$ cat src/rtl/keypad_entry_ctrl_pkg.sv
// Shared key codes and FSM state encoding for the keypad entry controller.
package keypad_entry_ctrl_pkg;

    localparam logic [7:0] KeyDigit0 = 8'h30;
    localparam logic [7:0] KeyDigit9 = 8'h39;
    localparam logic [7:0] KeyStar   = 8'h2A;
    localparam logic [7:0] KeyHash   = 8'h23;
    localparam logic [7:0] KeyA      = 8'h41;
    localparam logic [7:0] KeyB      = 8'h42;
    localparam logic [7:0] KeyC      = 8'h43;
    localparam logic [7:0] KeyD      = 8'h44;
    localparam logic [7:0] KeyX      = 8'h58;

    typedef enum logic [2:0] {
        StIdle,
        StEntry,
        StCheck,
        StGranted,
        StDenied,
        StLockout
    } state_e;

endpackage

$ cat src/rtl/keypad_entry_ctrl_gate.sv
// Press/release gate: one accept pulse per key press; re-arms only after the
// scanner strobe has stayed low for RELEASE_CYCLES consecutive cycles.
module key_release_gate #(
    parameter int unsigned RELEASE_CYCLES = 500000
) (
    input  logic clk,
    input  logic rst_n,
    input  logic key_valid,
    output logic accept
);

    localparam int unsigned CW = $clog2(RELEASE_CYCLES + 1);
    localparam logic [CW-1:0] RelLast = CW'(RELEASE_CYCLES - 1);

    logic          armed_q, armed_d;
    logic [CW-1:0] rel_q, rel_d;

    assign accept = armed_q & key_valid;

    always_comb begin
        armed_d = armed_q;
        rel_d   = rel_q;
        if (key_valid) begin
            rel_d   = '0;
            armed_d = 1'b0;
        end else if (!armed_q) begin
            if (rel_q == RelLast) begin
                armed_d = 1'b1;
                rel_d   = '0;
            end else begin
                rel_d = rel_q + CW'(1);
            end
        end
    end

    always_ff @(posedge clk or negedge rst_n) begin
        if (!rst_n) begin
            armed_q <= 1'b1;
            rel_q   <= '0;
        end else begin
            armed_q <= armed_d;
            rel_q   <= rel_d;
        end
    end

endmodule

$ cat src/rtl/keypad_entry_ctrl.sv
// Keypad access-code controller: collects BCD digits, checks them against a
// reference code, pulses unlock or error, and locks out after repeated failures.
module keypad_entry_ctrl
    import keypad_entry_ctrl_pkg::*;
#(
    parameter int unsigned CODE_LEN       = 4,
    parameter int unsigned RELEASE_CYCLES = 500000,
    parameter int unsigned TIMEOUT_CYCLES = 250000000,
    parameter int unsigned HOLD_CYCLES    = 150000000,
    parameter int unsigned MAX_FAILS      = 3,
    parameter int unsigned LOCK_CYCLES    = 1500000000
) (
    input  logic                            clk,
    input  logic                            rst_n,
    input  logic                            key_valid,
    input  logic [7:0]                      key_code,
    input  logic [4*CODE_LEN-1:0]           code_ref,
    output logic [4*CODE_LEN-1:0]           entry_buf,
    output logic [$clog2(CODE_LEN+1)-1:0]   digit_count,
    output logic                            unlock,
    output logic                            error,
    output logic                            locked
);

    localparam int unsigned BW = 4 * CODE_LEN;
    localparam int unsigned DW = $clog2(CODE_LEN + 1);
    localparam int unsigned FW = $clog2(MAX_FAILS + 1);
    localparam int unsigned TW = $clog2(TIMEOUT_CYCLES + 1);
    localparam int unsigned HW = $clog2(HOLD_CYCLES + 1);
    localparam int unsigned LW = $clog2(LOCK_CYCLES + 1);

    localparam logic [DW-1:0] DigFull  = DW'(CODE_LEN);
    localparam logic [FW-1:0] FailMax  = FW'(MAX_FAILS);
    localparam logic [TW-1:0] ToLast   = TW'(TIMEOUT_CYCLES - 1);
    localparam logic [HW-1:0] HoldLast = HW'(HOLD_CYCLES - 1);
    localparam logic [LW-1:0] LockLast = LW'(LOCK_CYCLES - 1);

    state_e        state_q, state_d;
    logic [BW-1:0] buf_q, buf_d;
    logic [DW-1:0] cnt_q, cnt_d;
    logic [FW-1:0] fail_q, fail_d;
    logic [TW-1:0] to_q, to_d;
    logic [HW-1:0] hold_q, hold_d;
    logic [LW-1:0] lock_q, lock_d;
    logic          accept;
    logic          is_digit;
    logic          key_live;

    key_release_gate #(
        .RELEASE_CYCLES(RELEASE_CYCLES)
    ) u_gate (
        .clk      (clk),
        .rst_n    (rst_n),
        .key_valid(key_valid),
        .accept   (accept)
    );

    assign is_digit = (key_code >= KeyDigit0) && (key_code <= KeyDigit9);
    // The gate keeps tracking in every state; only IDLE/ENTRY act on keys.
    assign key_live = accept && ((state_q == StIdle) || (state_q == StEntry));

    always_ff @(posedge clk or negedge rst_n) begin
        if (!rst_n) begin
            state_q <= StIdle;
            buf_q   <= '0;
            cnt_q   <= '0;
            fail_q  <= '0;
            to_q    <= '0;
            hold_q  <= '0;
            lock_q  <= '0;
        end else begin
            state_q <= state_d;
            buf_q   <= buf_d;
            cnt_q   <= cnt_d;
            fail_q  <= fail_d;
            to_q    <= to_d;
            hold_q  <= hold_d;
            lock_q  <= lock_d;
        end
    end

    always_comb begin
        state_d = state_q;
        buf_d   = buf_q;
        cnt_d   = cnt_q;
        fail_d  = fail_q;
        to_d    = '0;
        hold_d  = '0;
        lock_d  = '0;
        unique case (state_q)
            StIdle, StEntry: begin
                if (key_live) begin
                    case (key_code)
                        KeyStar: begin
                            buf_d   = '0;
                            cnt_d   = '0;
                            state_d = StIdle;
                        end
                        KeyHash: begin
                            if (state_q == StEntry) state_d = StCheck;
                        end
                        KeyA, KeyB, KeyC, KeyD, KeyX: ;
                        default: begin
                            if (is_digit && (cnt_q != DigFull)) begin
                                buf_d   = BW'({buf_q, key_code[3:0]});
                                cnt_d   = cnt_q + DW'(1);
                                state_d = StEntry;
                            end
                        end
                    endcase
                end else if (state_q == StEntry) begin
                    if (to_q == ToLast) begin
                        buf_d   = '0;
                        cnt_d   = '0;
                        state_d = StIdle;
                    end else begin
                        to_d = to_q + TW'(1);
                    end
                end
            end
            StCheck: begin
                if ((cnt_q == DigFull) && (buf_q == code_ref)) begin
                    state_d = StGranted;
                    fail_d  = '0;
                end else begin
                    state_d = StDenied;
                end
            end
            StGranted: begin
                if (hold_q == HoldLast) begin
                    buf_d   = '0;
                    cnt_d   = '0;
                    state_d = StIdle;
                end else begin
                    hold_d = hold_q + HW'(1);
                end
            end
            StDenied: begin
                buf_d = '0;
                cnt_d = '0;
                if (fail_q != FailMax) fail_d = fail_q + FW'(1);
                state_d = (fail_d == FailMax) ? StLockout : StIdle;
            end
            StLockout: begin
                if (lock_q == LockLast) begin
                    fail_d  = '0;
                    state_d = StIdle;
                end else begin
                    lock_d = lock_q + LW'(1);
                end
            end
            default: state_d = StIdle;
        endcase
    end

    always_comb begin
        unlock = 1'b0;
        error  = 1'b0;
        locked = 1'b0;
        unique case (state_q)
            StGranted: unlock = 1'b1;
            StDenied:  error  = 1'b1;
            StLockout: locked = 1'b1;
            default: ;
        endcase
    end

    assign entry_buf   = buf_q;
    assign digit_count = cnt_q;

endmodule

$ cat config.mk
export PLATFORM = sky130hd
export DESIGN_NAME = keypad_entry_ctrl
export DESIGN_NICKNAME = d
export VERILOG_FILES = /design/src/rtl/keypad_entry_ctrl_pkg.sv /design/src/rtl/keypad_entry_ctrl_gate.sv /design/src/rtl/keypad_entry_ctrl.sv
export SDC_FILE = /design/constraint.sdc
export NUM_CORES = 1
export LEC_CHECK = 0
export CAP_MARGIN = 10
export CORE_MARGIN = 10
export CORE_UTILIZATION = 35
export CTS_CLUSTER_DIAMETER = 150
export DETAILED_ROUTE_END_ITERATION = 12
export GPL_ROUTABILITY_DRIVEN = 0
export PLACE_DENSITY = 0.64
export SYNTH_ARGS = -nofsm -noshare
export SYNTH_HDL_FRONTEND = slang
export SYNTH_HIERARCHICAL = 1
export SYNTH_SLANG_ARGS = --single-unit
$ cat constraint.sdc
create_clock -name clk -period 5.8 [get_ports clk]
set_input_delay 1.16 -clock clk [delete_from_list [all_inputs] [get_ports clk]]
set_output_delay 1.16 -clock clk [all_outputs]
set_load 0.05 [all_outputs]
==> run_results.csv <==
group,metric,value,unit
route,ant_nets,0,
global_route,grt_most_used_layer,"met2",
sta,finalSetupViolations,0,
clock_tree,post_cts_buffers,0,
critical_path,r2r.worst_path.cells,8,
synthesis,synthTopCellsByArea,"dfrtp_1, xor2_1, nor2_1",
synthesis,synth-xor-area-share,0.122,
route,num_vias,5221,
critical_path,crit_chain,"nor2b_1 -> nand2_1 -> inv_1 -> clkdlybuf4s50_1",
route,routedWlPerCell,13.9,um
cells_and_area,layout.nets,825,
sta,slew_headroom,0.318,
placement,dp_cells,1037,
clock_tree,post_cts_resized,0,
clock_tree,cts_hold_buf,0,
critical_path,cp_max_fo,8,
worst_hold_path,worstHoldStart,"hold_q[0]",
synthesis,synth_common_cells,"dfrtp_1, nor2_1, nand2_1",
synthesis,synth_compound_area_frac,0.0746,
synthesis,synth_area_per_cell,9.26,sq um
critical_path,worst_path_max_delay_cell,"clkdlybuf4s50_1",
global_route,grt_max_degree,85,
floorplanning,coreArea,19400,sq um
sta,rsz0062_at_grt,"no",
sta,max_freq,0.286,GHz
sta,hold_viol,0,
cells_and_area,stdcell_count,1070,
global_route,grt_usage,0.122,
critical_path,setup.worst_path.end_class,"output port",
synthesis,syn-cell-area,6890,sq um
worst_hold_path,hold_path_depth,1,
synthesis,muxShareOfSynthArea,0.0149,
synthesis,yosysSeqAreaShare,0.476,
critical_path,critPathKind,"reg -> out",
global_route,met3_usage,0.0307,
global_route,grt_pass1_wl,26.0,mm
synthesis,synth-simple-area-share,0.275,
critical_path,required,4640,ps
job,maxCapViolations,0,
floorplanning,fp-row-count,51,
sta,tightest_slew,1020,ps
synthesis,yosysUniqueCellTypes,55,
sta,tns,0,ps
sta,maxSlewViolCount,0,
synthesis,synth-main-ff-cell,"dfrtp_1",
global_route,grt_pass1_vias,5277,
synthesis,synthAdderAreaFrac,0.0109,
pwr,powerDensity,249,nW/um^2
critical_path,cp-startpoint,"state_q[2]",
sta,period_share,0.604,
synthesis,postSynth.asyncResetShare,1.00,
worst_hold_path,hp-class,"reg -> reg",
route,drtIter0Drc,319,
placement,dpl.hpwl,10.2,mm
cells_and_area,antenna-diode-count,0,
clock_tree,cts_tree,"yes",
route,totalWireLength,14.8,mm
route,viasPerCell,4.88,
critical_path,critPathTopFamily,"buffers and inverters",
synthesis,synth_top_cell_by_area,"dfrtp_1",
pwr,vdd_drop_max,168,uV
pwr,power_leakage,0.00319,uW
critical_path,r2r-start,"u_gate/armed_q",
critical_path,worst-path-stages,4,
floorplanning,ios,49,
clock_tree,cts-buffers-inserted,17,
synthesis,synth_top_family_by_area,"simple AND/OR/NAND/NOR gates",
clock_tree,clock_path_buffers,2,
placement,io_buffers,48,
floorplanning,start_util,0.355,
clock_tree,insertion_delay,420,ps
clock_tree,clk_pin_slew,60,ps
clock_tree,htreeDepth,4,
sta,fin_crit,3500,ps
synthesis,synth_seq_cells,131,
global_route,gr-total-overflow,0,
floorplanning,die_h,160,um
critical_path,cp-start-kind,"flip-flop",
synthesis,syn_nets,777,
cells_and_area,drive_gt1_frac,0.0671,
global_route,use_met1,0.157,
synthesis,synth_top_area_share,0.472,
floorplanning,die-area,25700,sq um
floorplanning,die_w,160,um
status,status,"completed",
synthesis,synthCells,744,
global_route,gr-usage-met2,0.194,
critical_path,max_stage_delay,800,ps
synthesis,synth-warning-count,6,
sta,skew,8.94,ps
clock_tree,clock-sinks,131,
synthesis,synth_edf_count,0,
route,first_pass_iters,4,
clock_tree,cts_root_buf,"clkbuf_16",
critical_path,critical_path_arrival,2340,ps
route,drc,0,
cells_and_area,area_growth,19.7,%
global_route,antenna_found_initial,0,
critical_path,path_buf_inv,2,
synthesis,yosys.cell_count.top_type,"dfrtp_1",
==> sequential cells by signal, indices dropped and copies added, names as in the netlist <==
name / count
u_gate/armed_q: 1
to_q: 28
hold_q: 28
state_q: 3
u_gate/rel_q: 19
lock_q: 31
digit_count: 3
entry_buf: 16
fail_q: 2
==> layout by cell type (no fill, tap or decap), drive strengths merged, types with 9 or more instances in the layout <==
cell / Yosys / final
a21oi: 25 / 25
and3: 10 / 10
and4: 9 / 9
clkbuf: 11 / 20
clkdlybuf4s50: 0 / 47
clkinv: 0 / 9
dfrtp: 130 / 130
inv: 20 / 20
nand2: 87 / 87
nand3: 44 / 44
nand4: 32 / 32
nor2: 111 / 111
nor2b: 9 / 9
nor3: 17 / 17
nor4: 14 / 14
o21ai: 36 / 36
xnor2: 35 / 35
xor2: 61 / 61
==> routing by layer <==
metal / part of all wire / up-vias
met3: 0.029 / 17
met1: 0.47 / 2487
met4: 0.014 / 0
li1: - / 2664
met5: 0 / -
met2: 0.48 / 53
==> cells by family (layout without fill, tap and decap cells) <==
kind of cell / Yosys count / in the layout
DFF: 131 / 131
adders and majority gates: 6 / 6
muxes: 10 / 10
xor gates and xnor gates: 96 / 96
buffers and inverters: 45 / 106
and+or+nand+nor: 373 / 373
AOI/OAI and AO/OA: 83 / 83
==> where the power goes <==
part	internal [uW]	leakage [uW]	switching, uW
clock	666	0.000296	405
sequential	917	0.00181	2.70
combinational	26.2	0.00108	36.3
==> area by class of cell <==
type	instances	area, sq um
Multi-Input combinational cell	568	3430
Tap cell	265	332
Sequential cell	131	3280
Clock inverter	12	131
Inverter	20	75.1
Clock buffer	20	467
Timing Repair Buffer	54	534
Fill cell	1910	11100
==> per-stage QoR <==
stage                     setup slack (ps)  power [uW]  utilization  instance area (sq um)  hold WS (ps)
final                                 2300        2050        0.425                   8250           482
after global routing                  2150        2130        0.425                   8250           495
after CTS                             2280        2080        0.424                   8230           479
after detailed placement              2000        1000        0.394                   7640           476
after global placement                2110         999        0.394                   7640           471
after floorplan                       2650         955            -                   6890           448
==> worst paths after layout <==
| kind | end | slack (ps) |
|---|---|---|
| max in group asynchronous | u_gate/rel_q[14] | 3870 |
| worst min-delay path | hold_q[0] | 480 |
| worst max register to register | digit_count[2] | 3270 |
| worst min register to register | hold_q[0] | 480 |
| min in group asynchronous | hold_q[12] | 800 |
| worst max-delay path | locked | 2300 |
Note: power is estimated with default switching activity, not from simulation.
